[src/rtl/elevator_pkg.sv]
// Shared types and helpers for the elevator car controller.
//   state_t      : car FSM states
//   floor_idx_t  : binary floor index, wide enough for the largest legal car (32 floors)
//   tmr_w()      : width of a down-counter that is loaded with (cycles-1)
package elevator_pkg;

    typedef enum logic [1:0] {
        IDLE = 2'd0,
        OPEN = 2'd1,
        MOVE = 2'd2
    } state_t;

    localparam int MAX_FLOORS = 32;

    typedef logic [$clog2(MAX_FLOORS)-1:0] floor_idx_t;

    // Counter holds values 0..cycles-1; never narrower than one bit.
    function automatic int tmr_w(input int cycles);
        return (cycles <= 2) ? 1 : $clog2(cycles);
    endfunction

endpackage

[src/rtl/elev_scan_sel.sv]
// Combinational SCAN selector.
//   cur_floor : one-hot current floor
//   req       : effective request vector (latched | same-cycle hall requests)
//   dir_up    : current travel direction, 1 = up
//   here      : a request exists at the current floor
//   ahead     : a request exists in the direction of travel
//   behind    : a request exists opposite to the direction of travel
module elev_scan_sel
#(
    parameter int NUM_FLOORS = 6
)(
    input  logic [NUM_FLOORS-1:0] cur_floor,
    input  logic [NUM_FLOORS-1:0] req,
    input  logic                  dir_up,
    output logic                  here,
    output logic                  ahead,
    output logic                  behind
);

    localparam logic [NUM_FLOORS-1:0] ONE = NUM_FLOORS'(1);

    logic [NUM_FLOORS-1:0] below_mask;
    logic [NUM_FLOORS-1:0] above_mask;
    logic                  any_below;
    logic                  any_above;

    // One-hot minus one sets every bit under the car. For the top floor the
    // shift drops the bit, so the subtraction wraps to all-ones and the
    // inverted above-mask correctly becomes empty.
    assign below_mask = cur_floor - ONE;
    assign above_mask = ~((cur_floor << 1) - ONE);

    assign any_below = |(req & below_mask);
    assign any_above = |(req & above_mask);

    assign here   = |(req & cur_floor);
    assign ahead  = dir_up ? any_above : any_below;
    assign behind = dir_up ? any_below : any_above;

endmodule

[src/rtl/elevator_car_ctrl.sv]
// Single-car elevator controller with latched hall requests and SCAN ordering.
//   clk, reset       : clock; synchronous active-high reset
//   hall_req         : per-floor request, level or pulse, merged into pending
//   door_close_req   : manual close, ends the door-open period early
//   cur_floor        : one-hot current floor (floor 0 after reset)
//   door_open        : high while the door is open
//   moving           : high while travelling between floors
//   dir_up           : current / last travel direction, 1 = up
//   pending          : latched requests not yet served
module elevator_car_ctrl
    import elevator_pkg::*;
#(
    parameter int NUM_FLOORS    = 6,
    parameter int DOOR_CYCLES   = 4,
    parameter int TRAVEL_CYCLES = 2
)(
    input  logic                  clk,
    input  logic                  reset,
    input  logic [NUM_FLOORS-1:0] hall_req,
    input  logic                  door_close_req,
    output logic [NUM_FLOORS-1:0] cur_floor,
    output logic                  door_open,
    output logic                  moving,
    output logic                  dir_up,
    output logic [NUM_FLOORS-1:0] pending
);

    localparam int DW = tmr_w(DOOR_CYCLES);
    localparam int TW = tmr_w(TRAVEL_CYCLES);

    localparam logic [DW-1:0] DOOR_LOAD = DW'(DOOR_CYCLES - 1);
    localparam logic [TW-1:0] TRAV_LOAD = TW'(TRAVEL_CYCLES - 1);
    localparam logic [DW-1:0] D_ONE     = DW'(1);
    localparam logic [TW-1:0] T_ONE     = TW'(1);

    state_t                state_q, state_d;
    logic [NUM_FLOORS-1:0] cur_q, cur_d;
    logic [NUM_FLOORS-1:0] pending_q, pending_d;
    logic                  dir_q, dir_d;
    logic [DW-1:0]         door_tmr_q, door_tmr_d;
    logic [TW-1:0]         trav_tmr_q, trav_tmr_d;
    logic                  door_open_q, door_open_d;
    logic                  moving_q, moving_d;

    logic [NUM_FLOORS-1:0] req;
    logic [NUM_FLOORS-1:0] nxt_floor;
    logic                  here, ahead, behind;
    logic                  trav_done, door_done;
    logic                  arr_hit, reopen, door_exit;

    // Same-cycle hall requests take part in every decision so none is lost.
    assign req       = pending_q | hall_req;
    assign nxt_floor = dir_q ? (cur_q << 1) : (cur_q >> 1);
    assign trav_done = (trav_tmr_q == '0);
    assign door_done = (door_tmr_q == '0);
    assign arr_hit   = |(req & nxt_floor);
    // A hall call at the open floor beats a manual close.
    assign reopen    = |(hall_req & cur_q);
    assign door_exit = !reopen && (door_done || door_close_req);

    elev_scan_sel #(
        .NUM_FLOORS (NUM_FLOORS)
    ) u_scan (
        .cur_floor (cur_q),
        .req       (req),
        .dir_up    (dir_q),
        .here      (here),
        .ahead     (ahead),
        .behind    (behind)
    );

    // State register and datapath registers.
    always_ff @(posedge clk) begin
        if (reset) begin
            state_q     <= IDLE;
            cur_q       <= NUM_FLOORS'(1);
            pending_q   <= '0;
            dir_q       <= 1'b1;
            door_tmr_q  <= '0;
            trav_tmr_q  <= '0;
            door_open_q <= 1'b0;
            moving_q    <= 1'b0;
        end else begin
            state_q     <= state_d;
            cur_q       <= cur_d;
            pending_q   <= pending_d;
            dir_q       <= dir_d;
            door_tmr_q  <= door_tmr_d;
            trav_tmr_q  <= trav_tmr_d;
            door_open_q <= door_open_d;
            moving_q    <= moving_d;
        end
    end

    // Next-state logic.
    always_comb begin
        state_d = state_q;
        unique case (state_q)
            IDLE: begin
                if (here)                 state_d = OPEN;
                else if (ahead || behind) state_d = MOVE;
            end
            MOVE: begin
                if (trav_done && arr_hit) state_d = OPEN;
            end
            OPEN: begin
                if (door_exit) state_d = (ahead || behind) ? MOVE : IDLE;
            end
            default: state_d = IDLE;
        endcase
    end

    // Datapath / output logic.
    always_comb begin
        cur_d      = cur_q;
        dir_d      = dir_q;
        pending_d  = req;
        door_tmr_d = door_tmr_q;
        trav_tmr_d = trav_tmr_q;
        unique case (state_q)
            IDLE: begin
                if (here) begin
                    pending_d  = req & ~cur_q;
                    door_tmr_d = DOOR_LOAD;
                end else if (ahead) begin
                    trav_tmr_d = TRAV_LOAD;
                end else if (behind) begin
                    trav_tmr_d = TRAV_LOAD;
                    dir_d      = ~dir_q;
                end
            end
            MOVE: begin
                if (trav_done) begin
                    cur_d = nxt_floor;
                    if (arr_hit) begin
                        pending_d  = req & ~nxt_floor;
                        door_tmr_d = DOOR_LOAD;
                    end else begin
                        trav_tmr_d = TRAV_LOAD;
                    end
                end else begin
                    trav_tmr_d = trav_tmr_q - T_ONE;
                end
            end
            OPEN: begin
                // Calls at the open floor are served by holding the door, not latched.
                pending_d = req & ~cur_q;
                if (reopen) begin
                    door_tmr_d = DOOR_LOAD;
                end else if (door_exit) begin
                    door_tmr_d = '0;
                    if (ahead) begin
                        trav_tmr_d = TRAV_LOAD;
                    end else if (behind) begin
                        trav_tmr_d = TRAV_LOAD;
                        dir_d      = ~dir_q;
                    end
                end else begin
                    door_tmr_d = door_tmr_q - D_ONE;
                end
            end
            default: ;
        endcase
        door_open_d = (state_d == OPEN);
        moving_d    = (state_d == MOVE);
    end

    assign cur_floor = cur_q;
    assign door_open = door_open_q;
    assign moving    = moving_q;
    assign dir_up    = dir_q;
    assign pending   = pending_q;

    // The car must never step past either end of the shaft.
    a_in_range: assert property (@(posedge clk) disable iff (reset)
        !(state_q == MOVE && trav_done && (dir_q ? cur_q[NUM_FLOORS-1] : cur_q[0])));

    a_onehot: assert property (@(posedge clk) disable iff (reset) $onehot(cur_q));

endmodule

[config.mk]
export PLATFORM = sky130hd
export DESIGN_NAME = elevator_car_ctrl
export DESIGN_NICKNAME = d
export VERILOG_FILES = /design/src/rtl/elevator_pkg.sv /design/src/rtl/elev_scan_sel.sv /design/src/rtl/elevator_car_ctrl.sv
export SDC_FILE = /design/constraint.sdc
export NUM_CORES = 1
export LEC_CHECK = 0
export CAP_MARGIN = 15
export CORE_AREA = 2 2 71 59
export CTS_CLUSTER_DIAMETER = 30
export DETAILED_ROUTE_END_ITERATION = 12
export DIE_AREA = 0 0 73 61
export GPL_TIMING_DRIVEN = 1
export PLACE_DENSITY = 0.68
export SYNTH_ARGS = -nofsm -noshare
export SYNTH_HDL_FRONTEND = slang
export SYNTH_HIERARCHICAL = 1
export SYNTH_SLANG_ARGS = --single-unit
[constraint.sdc]
create_clock -name clk -period 2.5 [get_ports clk]
set_input_delay 0.5 -clock clk [delete_from_list [all_inputs] [get_ports clk]]
set_output_delay 0.5 -clock clk [all_outputs]
set_load 0.005 [all_outputs]
==> results.yml <==
global_routing:
  grt_use_met1_pct: 25.2
  use_met2_pct: 21.8
  use_met3_pct: 4.65
  grt_overflow: 0
  antenna_found_initial: 0
  grt_pass1_vias: 1093
  grt.total_usage_pct: 16.0
  busiest_layer: "met1"
  grt_pass1_wl_mm: 5.46
  grt_max_degree: 17
setup_path:
  cp_data_required_time_ps: 2650
  crit_fanout: 5
  endpoint_kind: "flop"
  crit_path_max_incr_delay_ps: 420
  critPathKind: "input port to flop"
  worstPathCellList: "clkdlybuf4s50_1 > or2_2 > a222oi_1 > buf_4 > and2_4 > a2111oi_1 > a2111oi_2"
  startpoint_type: "input port"
  cp_slowest_cell: "clkdlybuf4s50_1"
  critical-path-top-delay-family: "compound AO/OA/AOI/OAI gates"
  worst-path-buf-inv: 2
  arrival_ps: 2440
placement:
  io_buffers: 23
  dp_hpwl_mm: 2.48
  place_congestion: 0.955
  dpl_cell_area_um2: 1620
clock_tree:
  cts_setup_buffers: 0
  worstSkewPairLatency_ps: 260
  cts-root-buf: "clkbuf_8"
  cts_resized: 0
  cts-htree-levels: 1
  cts_tree: "built"
  clock_sinks: 20
  clock_path_buffers: 2
  clk_pin_slew_ps: 70
  ctsHoldBuffers: 0
  numCtsBuffers: 3
timing:
  fin_crit_ps: 2290
  setup_viol: 0
  relSlewSlack_pct: 59.4
  slew_violations: 0
  rsz0062_at_grt: "no"
  tightest_slew_ps: 606
  hold_viol: 0
  fin_crit_sh_pct: 91.4
  tns_ps: 0
  clock_skew_ps: 3.21
  max_clock_freq_ghz: 0.437
synth:
  synth_ff_type: "dfxtp_1"
  synth_fa_ha_area_share_pct: 1.99
  synth.avg_cell_area_um2: 8.07
  synth_compound_area_share_pct: 26.2
  synth_top_family_by_area: "compound AO/OA/AOI/OAI gates"
  yosys.area_share.xor_xnor_pct: 1.39
  synth_mux_area_share_pct: 6.36
  synth.net_count: 167
  yosys_warnings: 6
  ys_ff_latch: 20
  syn_inst: 156
  synth-async-reset-ratio_pct: 0
  yosysSeqAreaShare_pct: 31.8
  synth_edf_count: 0
  synth_simple_gate_area_share_pct: 25.9
  netlist_area_um2: 1260
  netlist-cell-type-count: 40
floorplan:
  die_h_um: 61
  core_um2: 3730
  rows: 20
  ios: 24
  die_w_um: 73
  start_util_pct: 33.8
  die_area_um2: 4450
final_layout:
  area_delta_synth_final_pct: 31.9
  final_area_um2: 1660
  layout.nets: 203
  multi_input_area_um2: 779
  drive_gt1_share_pct: 15.8
  fillers: 363
  antenna_cells: 0
  register_area_um2: 400
routing:
  drtAntennaViolNets: 0
  dr.first_iter.drc_count: 164
  wl_per_cell_um: 14.3
  drtPass1Iterations: 5
  viasPerCell: 5.55
  drc: 0
  drt-total-wl_mm: 3.36
  routed-via-count: 1298
run_status:
  status: "finished clean"
hold_path:
  hp-class: "flop to flop"
power_and_ir_drop:
  ir_drop_v: 0.000408
  leakage_nw: 0.669
  power_density_nw_per_um2: 910
flow_run:
  maxCapViolations: 0
==> per-stage QoR <==
| step | total power, mW | utilization, % | hold WS [ps] | std cells | setup slack (ps) |
|---|---|---|---|---|---|
| 6_report | 1.51 | 44.5 | 478 | 234 | 214 |
| 5_1_grt | 1.63 | 44.5 | 500 | 234 | 44.7 |
| 4_1_cts | 1.51 | 44.5 | 479 | 234 | 243 |
| 3_5_place_dp | 1.29 | 43.4 | 469 | 231 | -18.2 |
| 3_3_place_gp | 1.29 | 43.4 | 458 | 231 | -12.7 |
| 2_1_floorplan | 0.987 | - | 440 | 156 | 445 |
==> kinds of logic after synthesis <==
| logic type | Yosys count |
|---|---|
| and+or+nand+nor | 62 |
| xor gates and xnor gates | 2 |
| buffers and inverters | 19 |
| DFF | 20 |
| muxes | 7 |
| adders and majority gates | 2 |
| AOI/OAI and AO/OA | 44 |
==> state kept, by name, summed over array words and instances, names as in the netlist <==
name        flops
cur_floor       6
pending         6
door_tmr_q      2
state_q         2
dir_up          1
door_open       1
moving          1
trav_tmr_q      1
==> worst reg2reg max path, cell delays in order (launching register included) <==
cell and delay [ps]:
dfxtp_1 550, mux2_1 390, a222oi_1 420, buf_4 190, and2_4 160, a2111oi_1 70, a2111oi_2 350
==> metal layers <==
metal	wire (um)	vias up
met3	338	4
li1	-	642
met5	0	-
met1	1660	584
met4	16	0
met2	1340	68
==> final timing paths <==
| check | start | endpoint | slack (ps) | depth (start not counted) |
|---|---|---|---|---|
| hold reg to reg | door_tmr_q[1] | door_tmr_q[1] | 480 | 2 |
| setup reg to reg | dir_up | pending[0] | 270 | 6 |
| hold / removal | door_tmr_q[1] | door_tmr_q[1] | 480 | 2 |
| setup / recovery | hall_req[2] | pending[0] | 210 | 7 |
==> report_power, final <==
part / total, mW / internal [mW] / leakage (nW) / switching, mW
Combinational: 0.799 / 0.395 / 0.482 / 0.404
Clock: 0.216 / 0.107 / 0.0216 / 0.108
Sequential: 0.497 / 0.402 / 0.165 / 0.0949
==> layout by cell type, fill, tap and decap left out, drive strengths merged, types with 2 or more instances in the layout <==
cell / netlist / layout
a221oi: 3 / 3
clkbuf: 5 / 3
mux2i: 2 / 2
nor2b: 3 / 3
mux2: 5 / 5
buf: 1 / 14
ha: 2 / 2
o41ai: 2 / 2
clkdlybuf4s50: 0 / 23
nand4: 2 / 2
inv: 13 / 13
and2: 2 / 2
a22oi: 6 / 6
nor2: 17 / 17
a222oi: 4 / 4
nor3: 6 / 6
or2: 4 / 4
a21oi: 10 / 10
nor3b: 2 / 2
dfxtp: 20 / 20
o21ai: 5 / 5
a2111oi: 2 / 2
a211oi: 8 / 8
nand2b: 5 / 5
nand2: 17 / 17
==> cell usage after synthesis (all sizes together) (2+ instances only) <==
cell     number  share of area, %
mux2i         2               1.6
clkbuf        5               1.5
nand2b        5               2.5
mux2          5               4.8
a2111oi       2               2.0
a21oi        10               4.0
o41ai         2               1.4
a211oi        8               5.2
ha            2               2.0
a22oi         6               3.6
and2          2               1.2
a222oi        4               3.2
nand4         2              0.99
o21ai         5               2.0
nand2        17               5.1
a221oi        3               2.1
inv          13               3.9
nor3b         2               1.6
nor2b         3               1.5
or2           4               2.0
nor2         17               5.1
dfxtp        20                32
nor3          6               2.4
==> layout make-up <==
| class | instances | share of cell area (%) |
|---|---|---|
| clock buffer | 3 | 2.49 |
| inverter | 13 | 2.94 |
| multi-input combinational | 117 | 46.9 |
| sequential | 20 | 24.1 |
| tap | 44 | 3.32 |
| timing repair buffer | 37 | 20.2 |
(Power assumes the default switching activity.)
